[src/rtl/uart_pkg.sv]
// uart_pkg: shared UART receiver types and constants (FSM states, parity modes, oversample/sample points)
package uart_pkg;
  typedef enum logic [2:0] {IDLE, START, DATA, PARITY, STOP, BRK_WAIT} state_t;
  localparam int PARITY_NONE = 0;
  localparam int PARITY_EVEN = 1;
  localparam int PARITY_ODD = 2;
  localparam int OVERSAMPLE = 16;
  localparam int SAMP_A = 7;
  localparam int SAMP_B = 8;
  localparam int SAMP_C = 9;
endpackage

[src/rtl/uart_rx_param_if.sv]
// uart_rx_param_if: received-word bundle; master drives dout/dout_valid/parity_err/frame_err/break_det/overrun_err, slave drives dout_ready
interface uart_rx_param_if #(parameter int DATA_BITS = 8) ();
  logic [DATA_BITS-1:0] dout;
  logic dout_valid;
  logic dout_ready;
  logic parity_err;
  logic frame_err;
  logic break_det;
  logic overrun_err;
  modport master(output dout, dout_valid, parity_err, frame_err, break_det, overrun_err, input dout_ready);
  modport slave(input dout, dout_valid, parity_err, frame_err, break_det, overrun_err, output dout_ready);
endinterface

[src/rtl/uart_baud_tick.sv]
// uart_baud_tick: oversample tick divider; in clk/rst/clr (hold counter at 0), out tick (one clk per DIV clocks)
module uart_baud_tick #(
  parameter int DIV = 27
) (
  input  logic clk,
  input  logic rst,
  input  logic clr,
  output logic tick
);
  localparam int W = DIV > 1 ? $clog2(DIV) : 1;
  logic [W-1:0] cnt_q, cnt_d;
  always_comb begin
    tick = (cnt_q == W'(DIV - 1)) && !clr;
    cnt_d = (clr || tick) ? '0 : cnt_q + W'(1);
  end
  always_ff @(posedge clk) begin
    if (rst) cnt_q <= '0;
    else cnt_q <= cnt_d;
  end
endmodule

[src/rtl/uart_rx_param.sv]
// uart_rx_param: 16x-oversampled majority-vote UART receiver; in clk/rst/rxd/rx_en, out busy, rx_if (word+flags, valid/ready)
module uart_rx_param
  import uart_pkg::*;
#(
  parameter int CLK_FREQ = 50_000_000,
  parameter int BAUD = 115200,
  parameter int DATA_BITS = 8,
  parameter int PARITY_MODE = 0,
  parameter int STOP_BITS = 1,
  parameter int DIV = (CLK_FREQ + BAUD * 8) / (BAUD * 16)
) (
  input  logic clk,
  input  logic rst,
  input  logic rxd,
  input  logic rx_en,
  output logic busy,
  uart_rx_param_if.master rx_if
);
  logic s1_q, rs_q, rs_prev_q;
  logic tick, maj, decide, bit_end, fin_ferr, brk, done;
  state_t state_q, state_d;
  logic [3:0] t_q, t_d, bit_q, bit_d;
  logic [1:0] samp_q, samp_d;
  logic [DATA_BITS-1:0] sh_q, sh_d, dout_q, dout_d;
  logic perr_p_q, perr_p_d, ferr_p_q, ferr_p_d, zero_q, zero_d;
  logic valid_q, valid_d, perr_q, perr_d, ferr_q, ferr_d, brk_q, brk_d, ovr_q, ovr_d;
  always_ff @(posedge clk) begin
    if (rst) {s1_q, rs_q, rs_prev_q} <= '1;
    else {s1_q, rs_q, rs_prev_q} <= {rxd, s1_q, rs_q};
  end
  uart_baud_tick #(.DIV(DIV)) u_tick (
    .clk (clk),
    .rst (rst),
    .clr (state_q == IDLE),
    .tick(tick)
  );
  assign maj = (samp_q[1] & samp_q[0]) | (samp_q[1] & rs_q) | (samp_q[0] & rs_q);
  assign decide = tick && t_q == 4'(SAMP_C);
  assign bit_end = tick && t_q == 4'(OVERSAMPLE - 1);
  assign fin_ferr = ferr_p_q | ~maj;
  assign brk = zero_q & fin_ferr;
  assign done = state_q == STOP && decide && bit_q == 4'(STOP_BITS - 1);
  always_comb begin
    state_d = state_q;
    t_d = tick ? t_q + 4'd1 : t_q;
    bit_d = bit_q;
    sh_d = sh_q;
    perr_p_d = perr_p_q;
    ferr_p_d = ferr_p_q;
    zero_d = zero_q;
    samp_d[1] = (tick && t_q == 4'(SAMP_A)) ? rs_q : samp_q[1];
    samp_d[0] = (tick && t_q == 4'(SAMP_B)) ? rs_q : samp_q[0];
    unique case (state_q)
      IDLE: begin
        t_d = '0;
        bit_d = '0;
        if (rx_en && rs_prev_q && !rs_q) begin
          state_d = START;
          zero_d = 1'b1;
          perr_p_d = 1'b0;
          ferr_p_d = 1'b0;
        end
      end
      START: state_d = (decide && maj) ? IDLE : bit_end ? DATA : START;
      DATA: begin
        if (decide) begin
          sh_d = {maj, sh_q[DATA_BITS-1:1]};
          zero_d = zero_q & ~maj;
        end
        if (bit_end) begin
          bit_d = (bit_q == 4'(DATA_BITS - 1)) ? '0 : bit_q + 4'd1;
          if (bit_q == 4'(DATA_BITS - 1)) state_d = (PARITY_MODE != PARITY_NONE) ? PARITY : STOP;
        end
      end
      PARITY: begin
        if (decide) begin
          perr_p_d = maj != (^sh_q ^ (PARITY_MODE == PARITY_ODD));
          zero_d = zero_q & ~maj;
        end
        if (bit_end) state_d = STOP;
      end
      STOP: begin
        if (decide) ferr_p_d = fin_ferr;
        if (done) state_d = brk ? BRK_WAIT : IDLE;
        else if (bit_end) bit_d = bit_q + 4'd1;
      end
      BRK_WAIT: state_d = rs_q ? IDLE : BRK_WAIT;
      default: state_d = IDLE;
    endcase
  end
  always_comb begin
    dout_d = dout_q;
    valid_d = valid_q;
    perr_d = perr_q;
    ferr_d = ferr_q;
    brk_d = brk_q;
    ovr_d = 1'b0;
    if (done && valid_q && !rx_if.dout_ready) ovr_d = 1'b1;
    else if (done) begin
      dout_d = brk ? '0 : sh_q;
      valid_d = 1'b1;
      perr_d = perr_p_q;
      ferr_d = fin_ferr;
      brk_d = brk;
    end else if (valid_q && rx_if.dout_ready) valid_d = 1'b0;
  end
  always_ff @(posedge clk) begin
    if (rst) begin
      state_q <= IDLE;
      t_q <= '0;
      bit_q <= '0;
      samp_q <= '0;
      sh_q <= '0;
      perr_p_q <= 1'b0;
      ferr_p_q <= 1'b0;
      zero_q <= 1'b0;
      dout_q <= '0;
      valid_q <= 1'b0;
      perr_q <= 1'b0;
      ferr_q <= 1'b0;
      brk_q <= 1'b0;
      ovr_q <= 1'b0;
    end else begin
      state_q <= state_d;
      t_q <= t_d;
      bit_q <= bit_d;
      samp_q <= samp_d;
      sh_q <= sh_d;
      perr_p_q <= perr_p_d;
      ferr_p_q <= ferr_p_d;
      zero_q <= zero_d;
      dout_q <= dout_d;
      valid_q <= valid_d;
      perr_q <= perr_d;
      ferr_q <= ferr_d;
      brk_q <= brk_d;
      ovr_q <= ovr_d;
    end
  end
  assign busy = state_q != IDLE;
  assign rx_if.dout = dout_q;
  assign rx_if.dout_valid = valid_q;
  assign rx_if.parity_err = perr_q;
  assign rx_if.frame_err = ferr_q;
  assign rx_if.break_det = brk_q;
  assign rx_if.overrun_err = ovr_q;
endmodule

[src/flat_wrapper.sv]
// flat-port wrapper written by rule: the top's interface ports become plain ports
module uart_rx_param_flat import uart_pkg::*;
#(
  parameter int CLK_FREQ = 50_000_000,
  parameter int BAUD = 115200,
  parameter int DATA_BITS = 8,
  parameter int PARITY_MODE = 0,
  parameter int STOP_BITS = 1,
  parameter int DIV = (CLK_FREQ + BAUD * 8) / (BAUD * 16)
)
  (clk, rst, rxd, rx_en, busy, rx_if_dout, rx_if_dout_valid, rx_if_parity_err, rx_if_frame_err, rx_if_break_det, rx_if_overrun_err, rx_if_dout_ready);
  uart_rx_param_if #(.DATA_BITS(DATA_BITS)) rx_if_i ();
  input  logic clk;
  input  logic rst;
  input  logic rxd;
  input  logic rx_en;
  output logic busy;
  output wire logic [$bits(rx_if_i.dout)-1:0] rx_if_dout;
  output wire logic [$bits(rx_if_i.dout_valid)-1:0] rx_if_dout_valid;
  output wire logic [$bits(rx_if_i.parity_err)-1:0] rx_if_parity_err;
  output wire logic [$bits(rx_if_i.frame_err)-1:0] rx_if_frame_err;
  output wire logic [$bits(rx_if_i.break_det)-1:0] rx_if_break_det;
  output wire logic [$bits(rx_if_i.overrun_err)-1:0] rx_if_overrun_err;
  input wire logic [$bits(rx_if_i.dout_ready)-1:0] rx_if_dout_ready;
  assign rx_if_dout = rx_if_i.dout;
  assign rx_if_dout_valid = rx_if_i.dout_valid;
  assign rx_if_parity_err = rx_if_i.parity_err;
  assign rx_if_frame_err = rx_if_i.frame_err;
  assign rx_if_break_det = rx_if_i.break_det;
  assign rx_if_overrun_err = rx_if_i.overrun_err;
  assign rx_if_i.dout_ready = rx_if_dout_ready;
  uart_rx_param #(.CLK_FREQ(CLK_FREQ), .BAUD(BAUD), .DATA_BITS(DATA_BITS), .PARITY_MODE(PARITY_MODE), .STOP_BITS(STOP_BITS), .DIV(DIV)) u_core (.clk(clk), .rst(rst), .rxd(rxd), .rx_en(rx_en), .busy(busy), .rx_if(rx_if_i));
endmodule
[config.mk]
export PLATFORM = sky130hd
export DESIGN_NAME = uart_rx_param_flat
export DESIGN_NICKNAME = d
export VERILOG_FILES = /design/src/rtl/uart_pkg.sv /design/src/rtl/uart_rx_param_if.sv /design/src/rtl/uart_baud_tick.sv /design/src/rtl/uart_rx_param.sv /design/src/flat_wrapper.sv
export SDC_FILE = /design/constraint.sdc
export NUM_CORES = 1
export LEC_CHECK = 0
export CORE_AREA = 3 3 52 89
export DETAILED_ROUTE_END_ITERATION = 8
export DIE_AREA = 0 0 55 92
export HOLD_SLACK_MARGIN = 0.12
export PLACE_DENSITY = 0.77
export SLEW_MARGIN = 20
export SYNTH_ARGS = -nofsm -noshare
export SYNTH_HDL_FRONTEND = slang
export SYNTH_SLANG_ARGS = --single-unit
export TNS_END_PERCENT = 20
[constraint.sdc]
create_clock -name clk -period 2.8 [get_ports clk]
set_clock_uncertainty 0.2 [all_clocks]
set_input_delay 0.42 -clock clk [delete_from_list [all_inputs] [get_ports clk]]
set_output_delay 0.42 -clock clk [all_outputs]
set_load 0.03 [all_outputs]
==> results of run 1 <==
[flip-flops by register name (all words and copies together) (netlist names), 2 cells and up]
signal and flops:
u_core.u_tick.cnt_q 5, u_core.t_q 4, u_core.rx_if.dout 8, u_core.bit_q 4, u_core.state_q 3, u_core.samp_q 2
u_core.sh_q 8
[cell type report]
class	count	area share, %
flip-flops and latches	45	35.9
multi-input cells	167	47.9
clock inverters	1	0.299
inverters	12	1.79
well taps	48	2.39
clock buffers	7	3.04
repair buffers	23	8.67
[through the flow]
step                instance area (um2)  setup WS (ns)  hold WS [ns]  total power, mW
floorplan                          2220          0.838         0.189            0.681
global placement                   2430          0.593         0.194            0.694
detailed placement                 2430          0.575         0.195            0.694
CTS                                2510          0.267         0.214             1.08
global route                       2510          0.149         0.230             1.10
finish                             2510          0.234         0.212             1.07
[layer usage]
layer	share of wire [%]	track usage [%]	vias to the layer above
met5	0	0	-
met4	2.6	10.1	0
met3	2.9	4.23	10
met2	53	31.2	29
met1	41	21.8	814
li1	-	-	856
[how the worst min path moves through the flow]
stage,end,slack [ns],cells past startpoint
floorplan,u_core.rs_q$_SDFF_PP1_,0.19,1
global placement,u_core.rs_q$_SDFF_PP1_,0.19,1
detailed placement,u_core.rs_q$_SDFF_PP1_,0.20,1
CTS,u_core.rs_q$_SDFF_PP1_,0.21,1
global route,u_core.rs_q$_SDFF_PP1_,0.23,1
finish,u_core.rs_q$_SDFF_PP1_,0.21,1
[cells in the final DEF (no fill, tap or decap), drive strengths merged, types with 4 or more instances in the layout]
master / n
inv: 12
a21oi: 13
clkbuf: 7
nand2: 6
nand4b: 4
nor3: 11
mux2i: 13
o21ai: 6
nand3: 7
xnor2: 9
dfxtp: 45
xor2: 4
nand2b: 5
nor2: 36
ha: 7
clkdlybuf4s50: 18
a22oi: 8
buf: 5
[power groups by stage]
stage | Combinational [mW] | Sequential [mW] | Clock (mW)
after floorplan | 0.0213 | 0.660 | 0
after global placement | 0.0342 | 0.660 | 0
after detailed placement | 0.0343 | 0.660 | 0
after CTS | 0.0344 | 0.644 | 0.400
after global routing | 0.0376 | 0.645 | 0.422
final | 0.0342 | 0.644 | 0.393
[cell families after synthesis]
family / Yosys count
muxes: 13
buffers and inverters: 21
adders and majority gates: 8
DFF: 45
AOI/OAI and AO/OA: 39
and+or+nand+nor: 93
xor gates and xnor gates: 14
[worst reg2reg max path, delay by kind of cell (launching register included)]
family | cells | cell delay, ns
AO/OA/AOI/OAI | 2 | 0.30
adder cells (fa/ha/maj) | 1 | 0.20
buffers and inverters | 1 | 0.07
flip-flops | 1 | 0.34
AND/OR/NAND/NOR | 3 | 1.05
==> results by stage, run 1 <==
Status:
- The run finished with clean final reports.

Yosys:
- The synthesized flop and latch total is 45.
- The share of synthesized area in the top cell type comes to 40.7%.
- The post-synthesis net count is 245.
- The largest total area in the synthesized netlist belongs to sky130_fd_sc_hd__dfxtp_1.
- The leading cell type by number of instances after synthesis is sky130_fd_sc_hd__dfxtp_1.
- After synthesis the cells add up to 2220 um2.
- The fraction of registers with async set or reset after synthesis is 0%.
- By count the netlist is led by sky130_fd_sc_hd__dfxtp_1 (45), sky130_fd_sc_hd__nor2_1 (36), sky130_fd_sc_hd__a21oi_1 (13), sky130_fd_sc_hd__mux2i_1 (13), sky130_fd_sc_hd__inv_1 (12).
- The simple-gate share of the synthesized area is 25.7%.
- The xor/xnor share of the synthesized area is 6.49%.
- The mean post-synth cell area is 9.51 um2.
- By area, the combinational part of the netlist is dominated by simple AND/OR/NAND/NOR gates.
- The yosys synthesis warning count is 0.
- The number of unique standard cell types used by synthesis is 53.
- After Yosys synthesis, full adders, half adders and majority gates account for 4.46% of the synthesized area.
- Measured against the total synthesized area, the mux share comes to 5.87%.
- The most used flip-flop cell after synthesis is sky130_fd_sc_hd__dfxtp_1.
- The share of the Yosys chip area taken by registers is 40.7%.
- By area the synthesized netlist is led by sky130_fd_sc_hd__dfxtp_1 (41%), sky130_fd_sc_hd__nor2_1 (6.1%), sky130_fd_sc_hd__mux2i_1 (5.9%), sky130_fd_sc_hd__ha_1 (4.0%), sky130_fd_sc_hd__xnor2_1 (3.2%).
- Yosys mapped a number of flops with a built-in enable equal to 0.
- The number of standard cells after synthesis is 233.
- The complex-gate fraction of the synthesized area is 11.7%.

Timing:
- For the final routed database, the setup TNS stands at 0 ns.
- The final worst-path cycle share is 91.7%.
- Setup repair after global routing left no endpoint under its margin.
- Derived from the worst setup path, the maximum achievable clock frequency is 0.390 GHz.
- The final max-slew violation count is 0.
- Setup violations remaining at the end of the flow were counted as 0.
- The hold violation total from the final report is 0.
- The relative slew slack is 63.5%.
- The final period demand of the worst path is 2.57 ns.
- The transition at the pin with the smallest max-transition slack is 0.546 ns.

Setup path:
- STA classifies the critical path startpoint as a register.
- Along the worst path, the maximum fanout reaches 5.
- The reg-to-reg critical path startpoint is u_core.u_tick.cnt_q[0]$_SDFF_PP0_.
- The total buffers and inverters traversed by the critical path is 2.
- The critical path endpoint category is a primary output.
- On the critical path, the stage with the largest delay is an instance of sky130_fd_sc_hd__clkdlybuf4s50_1.
- The register-to-register path setup slack is 0.59 ns.
- Tracing the worst setup path back leads to its startpoint at u_core.state_q[2]$_SDFFE_PP0P_.
- The maximum single-stage delay on the critical path is 0.65 ns.
- The endpoint identified for the worst register-to-register timing path is u_core.bit_q[2]$_SDFFE_PP0P_.
- The critical path arrival is 1.95 ns.
- The critical path is of the reg2out type.
- The data required time at the worst endpoint is 2.18 ns.
- The signal on the critical path passes through nor3_1 -> inv_1 -> clkdlybuf4s50_1.
- The dominant delay contributor by cell family on the critical path is buffers and inverters.
- In this run the worst setup path terminates at busy.
- Measured in cells, the most critical reg-to-reg path has a length of 7.
- In this run the number of cells on the critical path is 3.

Finish:
- The number of cells in the finished layout apart from fillers is 303.
- The footprint of the flip-flops and latches is 901 um2.
- Cells with a size suffix above 1 make up 11.8% of the layout.
- The antenna diode instance count is 0.
- The layout-stage area growth over the synthesis result is 13.3%.
- In the final layout, the multi-input gates occupy 1200 um2.
- The filler cells instantiated in the layout total 349.
- Measured on the finished design, the core utilization comes to 63.1%.
- At the end of the flow, the number of nets in the layout was 266.

CTS:
- The number of clock buffers added by TritonCTS is 5.
- The root buffer cell is sky130_fd_sc_hd__clkbuf_8.
- The H-tree depth is 2.
- Clock tree synthesis found a total of 45 sinks.
- Once the clock tree was built, the resizer swapped 0 gates to a different size.
- TritonCTS built the clock tree.
- The post-CTS clock slew at the launch and capture registers of the worst setup and hold paths is 0.08 ns.
- The maximum clock insertion buffer count is 2.
- The clock latency reported for the late side of the worst-skew pair is 0.30 ns.
- The buffer count from post-CTS setup fixing is 0.
- For this design, the CTS-stage hold fixing added 0 buffers.

Place:
- The number of placed instances with taps included is 295.
- Summed over all nets, the half-perimeter wirelength after detailed placement is 3.29 mm.
- Routability-driven placement finished with a final weighted congestion of 0.913.
- Port buffering added 18 buffers.

Power and ir drop:
- The share of power burned in combinational logic is 3.2%.
- The internal power of the cells totals 0.833 mW.
- The worst-case IR drop observed on VDD is 415 uV.
- The fraction of power consumed by sequential logic is 60.2%.
- For this design the total switching power over the nets is 0.239 mW.
- The analysis attributes to cell leakage a power of 0.931 nW.
- The clock share of power is 36.6%.
- Of the total power, the share spent switching nets is 22.3%.
- The total power density per cell area is 427 nW/um2.

Global route:
- Entering global routing, the biggest net connects 22 pins.
- The initial antenna violation count is 0.
- The first-pass GRT wire length is 7.12 mm.
- For this run the aggregate overflow at the end of global routing stands at 0.
- For this run, the total global-route usage over all layers was measured as 19.1%.
- The via count of the first global-routing pass is 1614.

Hold path:
- The min-delay analysis places its worst path in the category reg2reg.
- In this run the most critical hold path is launched from u_core.s1_q$_SDFF_PP1_.

Route:
- For this run, the detailed router's first-pass iteration total came to 4.
- The detailed router's first-iteration violation count is 25.
- The total detailed-routing wirelength is 4.42 mm.
- The average via count per standard cell is 5.64.
- The number of design rule violations left after detail routing is 0.
- In this run the remaining antenna-violating nets after routing total 0.
- Dividing the detail-routed wire length by the instance count gives 14.6 um.
- The detailed-route via count is 1709.

Floorplan:
- The area enclosed by the die boundary is 5060 um2.
- From bottom edge to top edge, the die measures 92 um.
- From left edge to right edge, the die measures 55 um.
- The initialized floorplan defines 30 standard-cell rows.
- The core region is 3980 um2.
- The initial utilization of the core area, before any placement, comes to 55.7%.
- 19 I/O pins were placed.

Flow run:
- The max-capacitance violation count is 0.
No activity file was read; power rests on OpenSTA's default activity.
==> run 2: changes to the inputs <==
--- a/config.mk
+++ b/config.mk
@@ -5,9 +5,9 @@
 export SDC_FILE = /design/constraint.sdc
 export NUM_CORES = 1
 export LEC_CHECK = 0
-export CORE_AREA = 3 3 52 89
+export CORE_AREA = 2 2 51 88
 export DETAILED_ROUTE_END_ITERATION = 8
-export DIE_AREA = 0 0 55 92
+export DIE_AREA = 0 0 53 90
 export HOLD_SLACK_MARGIN = 0.12
 export PLACE_DENSITY = 0.77
 export SLEW_MARGIN = 20
==> results by stage, run 2 (same netlist as run 1, synthesis figures left out) <==
Floorplan:
- The core box area is 4070 um2 (+2.4%).
- The I/O pin count is 19 (unchanged).
- The chip height was 90 um (-2.2%).
- The area enclosed by the die boundary is 4770 um2 (-5.7%).
- The floorplan die width is 53 um (-3.6%).
- The starting utilization of the core area is 54.4% (-1.3 points).
- The number of cell rows was 31 (+3.3%).

Finish:
- The commonest non-fill, non-tap cell in the layout is sky130_fd_sc_hd__dfxtp_1.
- The number of inserted filler cells in the final layout is 354 (+1.4%).
- The antenna diode instance count came to 0 (unchanged).
- The count of nets after finishing is 265 (-0.38%).
- The proportion of layout cells with a drive suffix above 1 is 12.2% (+0.44 points).
- The share of the core filled with cells in the final layout came to 61.9% (-1.2 points).
- Compared with the post-synthesis result, the final layout area differs by 13.8%.
- In the layout the commonest cells are sky130_fd_sc_hd__dfxtp_1 (45), sky130_fd_sc_hd__nor2_1 (36), sky130_fd_sc_hd__clkdlybuf4s50_1 (18), sky130_fd_sc_hd__mux2i_1 (13), sky130_fd_sc_hd__a21oi_1 (13).

Route:
- The average via count per standard cell was 5.73 (+1.6%).
- The count of nets left with antenna violations after detail routing was 0 (unchanged).
- The average wire length per cell after detail routing is 14.8 um (+1.6%).
- The total detailed-routing wirelength came to 4.49 mm (+1.6%).
- The detailed-route via count was 1737 (+1.6%).
- The number of detailed-route iterations in the first pass came to 4 (unchanged).
- The detailed router's first-iteration violation count is 37 (+48%).
- The number of design rule violations left after detail routing was 0 (unchanged).

CTS:
- The total clock buffers created by CTS is 5 (unchanged).
- The number of clock sinks is 45 (unchanged).
- The buffer count from post-CTS setup fixing was 0 (unchanged).
- The number of gates given a new drive strength after cts was 0 (unchanged).
- CTS placed an instance of sky130_fd_sc_hd__clkbuf_8 at the clock tree root.
- The clock latency reported for the late side of the worst-skew pair came to 0.30 ns (about the same).
- The maximum clock insertion buffer count was 2 (unchanged).
- TritonCTS built the clock tree.
- The H-tree depth is 2 (unchanged).
- The post-CTS clock slew at the launch and capture registers of the worst setup and hold paths is 0.09 ns (about the same).
- The total of hold buffers inserted after clock tree synthesis is 0 (unchanged).

Timing:
- The post-route worst hold slack came to 0.207 ns (-0.00464 ns).
- The final period demand of the worst path is 2.59 ns (+0.0273 ns).
- The final max-slew violation count came to 0 (unchanged).
- The total negative slack for setup checks is 0 ns (unchanged).
- The hold violation total from the final report is 0 (unchanged).
- The relative slew slack was 60.7% (-2.8 points).
- The final worst-path cycle share is 92.6% (+0.98 points).
- The transition at the pin with the smallest max-transition slack is 0.588 ns (+0.0423 ns).
- Setup repair after global routing left no endpoint under its margin.
- The maximum clock frequency is 0.386 GHz (-1.1%).
- The setup-violating endpoint count in the final report is 0 (unchanged).

Setup path:
- The critical path endpoint category is a primary output.
- The largest driver fanout on the critical path is 5 (unchanged).
- By startpoint and endpoint, the worst setup path is classified as reg2out.
- The critical path arrival is 1.97 ns (+0.02 ns).
- STA classifies the critical path startpoint as a register.
- The data required time at the worst endpoint is 2.18 ns (about the same).

Power and ir drop:
- The total power after layout is 1.12 mW (+4.5%).
- The leakage power is 0.942 nW (+1.2%).
- The total power density per cell area was 444 nW/um2 (+4.1%).
- The worst vdd rail ir drop is 472 uV (+14%).

Place:
- The quantity of I/O buffers inserted on ports is 18 (unchanged).
- The detailed placer's ending HPWL was 3.18 mm (-3.4%).
- The weighted congestion at the end of routability-driven global placement was 0.942 (+3.2%).

Global route:
- The largest net degree at the start of global routing is 23 (+4.5%).
- The global routing met3 resource utilization was 4.15% (-0.075 points).
- The total grt overflow came to 0 (unchanged).
- The first-pass GRT wire length is 7.63 mm (+7.2%).
- met2 is the most crowded layer.
- The initial antenna violation count is 0 (unchanged).
- The met2 usage in global routing is 35.2% (+4.0 points).
- The global router's overall resource usage is 21.0% (+1.9 points).
- The global-route met1 utilization was 24.0% (+2.2 points).
- The via count of the first global-routing pass came to 1723 (+6.8%).

Hold path:
- The min-delay analysis places its worst path in the category reg2reg.

Status:
- The run finished with clean final reports.

Flow run:
- The max-capacitance violation count is 0 (unchanged).
run 2: final timing paths:
path,start,to,slack [ns],cells after the start
min reg2reg,u_core.s1_q$_SDFF_PP1_,u_core.rs_q$_SDFF_PP1_,0.21,1
max reg2reg,u_core.u_tick.cnt_q[0]$_SDFF_PP0_,u_core.bit_q[3]$_SDFFE_PP0P_,0.58,7
min,u_core.s1_q$_SDFF_PP1_,u_core.rs_q$_SDFF_PP1_,0.21,1
max,u_core.state_q[2]$_SDFFE_PP0P_,busy,0.21,3
run 2: report_power, final:
part           switching (mW)  internal [mW]  leakage [nW]
registers             0.00210          0.642         0.363
logic                  0.0206         0.0126         0.525
clock network           0.219          0.223        0.0542
run 2: stage by stage:
step                      worst slack, ns  instance area, um2  std cells
after floorplan                     0.838                2220        233
after global placement              0.581                2420        295
after CTS                           0.218                2520        303
after global routing               0.0420                2520        303
final                               0.206                2520        303
after detailed placement            0.568                2420        295
run 2: final cells by class:
type	count	area, um2	share of cell area [%]
Clock buffer	7	96.3	3.82
Multi-Input combinational cell	167	1200	47.7
Sequential cell	45	901	35.7
Tap cell	49	61.3	2.43
Clock inverter	1	5.00	0.199
Inverter	12	45.0	1.79
Timing Repair Buffer	22	210	8.34
run 2: metal layers:
| metal | wire, um | vias to the layer above |
|---|---|---|
| met1 | 1830 | 839 |
| li1 | - | 855 |
| met3 | 130 | 9 |
| met4 | 114 | 0 |
| met5 | 0 | - |
| met2 | 2420 | 34 |
run 2: worst max-delay path, stage by stage, from the launching register on:
cell                              delay (ns)
sky130_fd_sc_hd__dfxtp_1                0.36
sky130_fd_sc_hd__nor3_1                 0.41
sky130_fd_sc_hd__inv_1                  0.24
sky130_fd_sc_hd__clkdlybuf4s50_1        0.65
==> run 3: changes to the inputs <==
--- a/config.mk
+++ b/config.mk
@@ -5,11 +5,12 @@
 export SDC_FILE = /design/constraint.sdc
 export NUM_CORES = 1
 export LEC_CHECK = 0
-export CORE_AREA = 2 2 51 88
+export CORE_AREA = 2 2 54 94
+export CTS_BUF_LIST = sky130_fd_sc_hd__clkbuf_16
 export DETAILED_ROUTE_END_ITERATION = 8
-export DIE_AREA = 0 0 53 90
+export DIE_AREA = 0 0 56 96
 export HOLD_SLACK_MARGIN = 0.12
-export PLACE_DENSITY = 0.77
+export PLACE_DENSITY = 0.69
 export SLEW_MARGIN = 20
 export SYNTH_ARGS = -nofsm -noshare
 export SYNTH_HDL_FRONTEND = slang
==> results by stage, run 3 (same netlist as run 1, synthesis figures left out) <==
Status:
- The flow ran to the end, and the final reports show no timing, DRC or antenna violations.

Hold path:
- The instance count along the most critical hold path is 1 (unchanged).
- In this run the worst hold path is classified as reg2reg.

Setup path:
- The critical path arrival is 2.01 ns (+0.04 ns).
- The nature of the critical path startpoint is a register.
- STA classifies the critical path endpoint as a primary output.
- The largest driver fanout on the critical path is 5 (unchanged).
- The start-to-end type of the worst setup path is reg2out.
- The data required time at the worst endpoint came to 2.18 ns (about the same).
- The number of cells on the worst reg-to-reg path is 7 (unchanged).

Finish:
- The footprint of the flip-flops and latches is 901 um2 (unchanged).
- The proportion of layout cells with a drive suffix above 1 is 11.8% (-0.39 points).
- The library cell used most frequently in the layout, excluding fill and tap cells, is sky130_fd_sc_hd__dfxtp_1.
- The number of inserted filler cells in the final layout is 439 (+24%).
- The share of the core filled with cells in the final layout came to 55.5% (-6.4 points).
- The antenna diode instance count was 0 (unchanged).
- The area growth from synthesis to layout is 15.9%.
- The number of cells in the finished layout apart from fillers is 306 (+0.99%).
- The count of nets after finishing is 265 (unchanged).
- The library cells used most frequently in the layout, excluding fill and tap cells, are sky130_fd_sc_hd__dfxtp_1 (45), sky130_fd_sc_hd__nor2_1 (36), sky130_fd_sc_hd__clkdlybuf4s50_1 (18).
- The area used by multi-input combinational logic is 1200 um2 (unchanged).

CTS:
- The buffer count from post-CTS setup fixing is 0 (unchanged).
- The clock latency reported for the late side of the worst-skew pair is 0.28 ns (-0.02 ns).
- The post-CTS clock slew at the launch and capture registers of the worst setup and hold paths is 0.06 ns (-0.03 ns).
- TritonCTS built the clock tree.
- The number of clock sinks is 45 (unchanged).
- The total of hold buffers inserted after clock tree synthesis is 0 (unchanged).
- The number of gates given a new drive strength after cts is 0 (unchanged).
- The maximum clock insertion buffer count is 2 (unchanged).
- The total clock buffers created by CTS was 5 (unchanged).
- In this run the clock root is driven by a sky130_fd_sc_hd__clkbuf_16.
- The H-tree depth is 2 (unchanged).

Global route:
- The largest net degree at the start of global routing is 23 (unchanged).
- The global router's overall resource usage is 18.0% (-3.0 points).
- The initial antenna violation count came to 0 (unchanged).
- The first-pass GRT wire length is 7.67 mm (+0.45%).
- The via count of the first global-routing pass is 1759 (+2.1%).
- The total grt overflow is 0 (unchanged).

Power and ir drop:
- The share of power burned in combinational logic is 2.7% (-0.3 points).
- The internal power of the cells is 0.983 mW (+12%).
- The clock share of power is 45.5% (+6.0 points).
- The worst vdd rail ir drop is 446 uV (-5.6%).
- The switching share of total power is 21.0% (-0.55 points).
- The total power density per cell area was 485 nW/um2 (+9.1%).
- The fraction of power consumed by sequential logic is 51.9% (-5.7 points).
- The leakage power is 0.955 nW (+1.4%).
- The net switching power figure is 0.262 mW (+8.3%).

Place:
- The weighted congestion at the end of routability-driven global placement is 0.876 (-7.0%).
- The quantity of I/O buffers inserted on ports is 18 (unchanged).
- The number of placed instances with taps included is 298 (+1.0%).
- The post-placement worst setup slack was 0.484 ns (-0.0843 ns).
- The detailed placer's ending HPWL is 3.24 mm (+2.0%).

Timing:
- The final period demand of the worst path is 2.63 ns (+0.0317 ns).
- The maximum clock frequency is 0.381 GHz (-1.2%).
- The transition at the pin with the smallest max-transition slack is 0.566 ns (-0.0228 ns).
- The final worst-path cycle share came to 93.8% (+1.1 points).
- The least setup slack across all paths after layout is 0.175 ns (-0.0317 ns).
- The final max-slew violation count is 0 (unchanged).
- The total negative slack for setup checks was 0 ns (unchanged).
- The relative slew slack came to 62.2% (+1.5 points).
- The hold violation total from the final report is 0 (unchanged).
- The setup-violating endpoint count in the final report is 0 (unchanged).
- Setup repair after global routing left no endpoint under its margin.

Route:
- The average wire length per cell after detail routing is 14.5 um (-2.0%).
- The average via count per standard cell came to 5.65 (-1.5%).
- The detailed-route via count is 1728 (-0.52%).
- The detailed router's first-iteration violation count is 21 (-43%).
- The number of design rule violations left after detail routing came to 0 (unchanged).
- The count of nets left with antenna violations after detail routing is 0 (unchanged).
- The number of detailed-route iterations in the first pass came to 4 (unchanged).
- The total detailed-routing wirelength came to 4.45 mm (-1.0%).

Floorplan:
- The chip height is 96 um (+6.7%).
- The I/O pin count was 19 (unchanged).
- The area enclosed by the die boundary came to 5380 um2 (+13%).
- The number of cell rows is 33 (+6.5%).
- The floorplan die width was 56 um (+5.7%).
- The core box area was 4620 um2 (+14%).
- The starting utilization of the core area is 47.9% (-6.5 points).

Flow run:
- The max-capacitance violation count is 0 (unchanged).
run 3: cell count changes in the layout (fill, tap and decap cells not counted), sizes merged:
cell	change
clkbuf	-2
clkinvlp	+2
clkinv	-1
inv	+1
run 3: area by class of cell:
| cell class | count | area share (%) |
|---|---|---|
| inverter | 12 | 1.75 |
| timing repair buffer | 22 | 8.19 |
| clock inverter | 3 | 0.731 |
| multi-input combinational | 167 | 46.8 |
| sequential | 45 | 35.1 |
| clock buffer | 5 | 4.87 |
| tap | 52 | 2.53 |
run 3: routing by layer:
metal / vias to the layer above / wire length, um / GRT usage (%) / share of wire [%]
met5: - / 0 / 0 / 0
met4: 0 / 141 / 9.13 / 3.2
met3: 12 / 107 / 3.36 / 2.4
met2: 24 / 2340 / 33.0 / 53
met1: 832 / 1860 / 19.5 / 42
li1: 860 / - / - / -
run 3: power groups by stage:
stage / combinational, mW / clock (mW) / sequential (mW)
5_1_grt: 0.0364 / 0.609 / 0.645
6_report: 0.0333 / 0.565 / 0.645
2_1_floorplan: 0.0213 / 0 / 0.660
4_1_cts: 0.0334 / 0.585 / 0.645
3_5_place_dp: 0.0332 / 0 / 0.660
3_3_place_gp: 0.0331 / 0 / 0.660
run 3: final timing paths:
kind / from / endpoint / slack (ns)
worst min-delay path: u_core.s1_q$_SDFF_PP1_ / u_core.rs_q$_SDFF_PP1_ / 0.21
worst max-delay path: u_core.state_q[2]$_SDFFE_PP0P_ / busy / 0.17
worst max register to register: u_core.u_tick.cnt_q[0]$_SDFF_PP0_ / u_core.bit_q[3]$_SDFFE_PP0P_ / 0.57
worst min register to register: u_core.s1_q$_SDFF_PP1_ / u_core.rs_q$_SDFF_PP1_ / 0.21
run 3: per-stage QoR:
step | total power, mW | hold WS [ns] | cell area (um2)
2_1_floorplan | 0.681 | 0.189 | 2220
6_report | 1.24 | 0.212 | 2570
3_5_place_dp | 0.693 | 0.204 | 2420
3_3_place_gp | 0.693 | 0.194 | 2420
4_1_cts | 1.26 | 0.220 | 2570
5_1_grt | 1.29 | 0.232 | 2570
run 3: critical path, cell delays in order (launching register included):
cell and delay (ns):
sky130_fd_sc_hd__dfxtp_1 0.36, sky130_fd_sc_hd__nor3_1 0.45, sky130_fd_sc_hd__inv_1 0.26, sky130_fd_sc_hd__clkdlybuf4s50_1 0.65
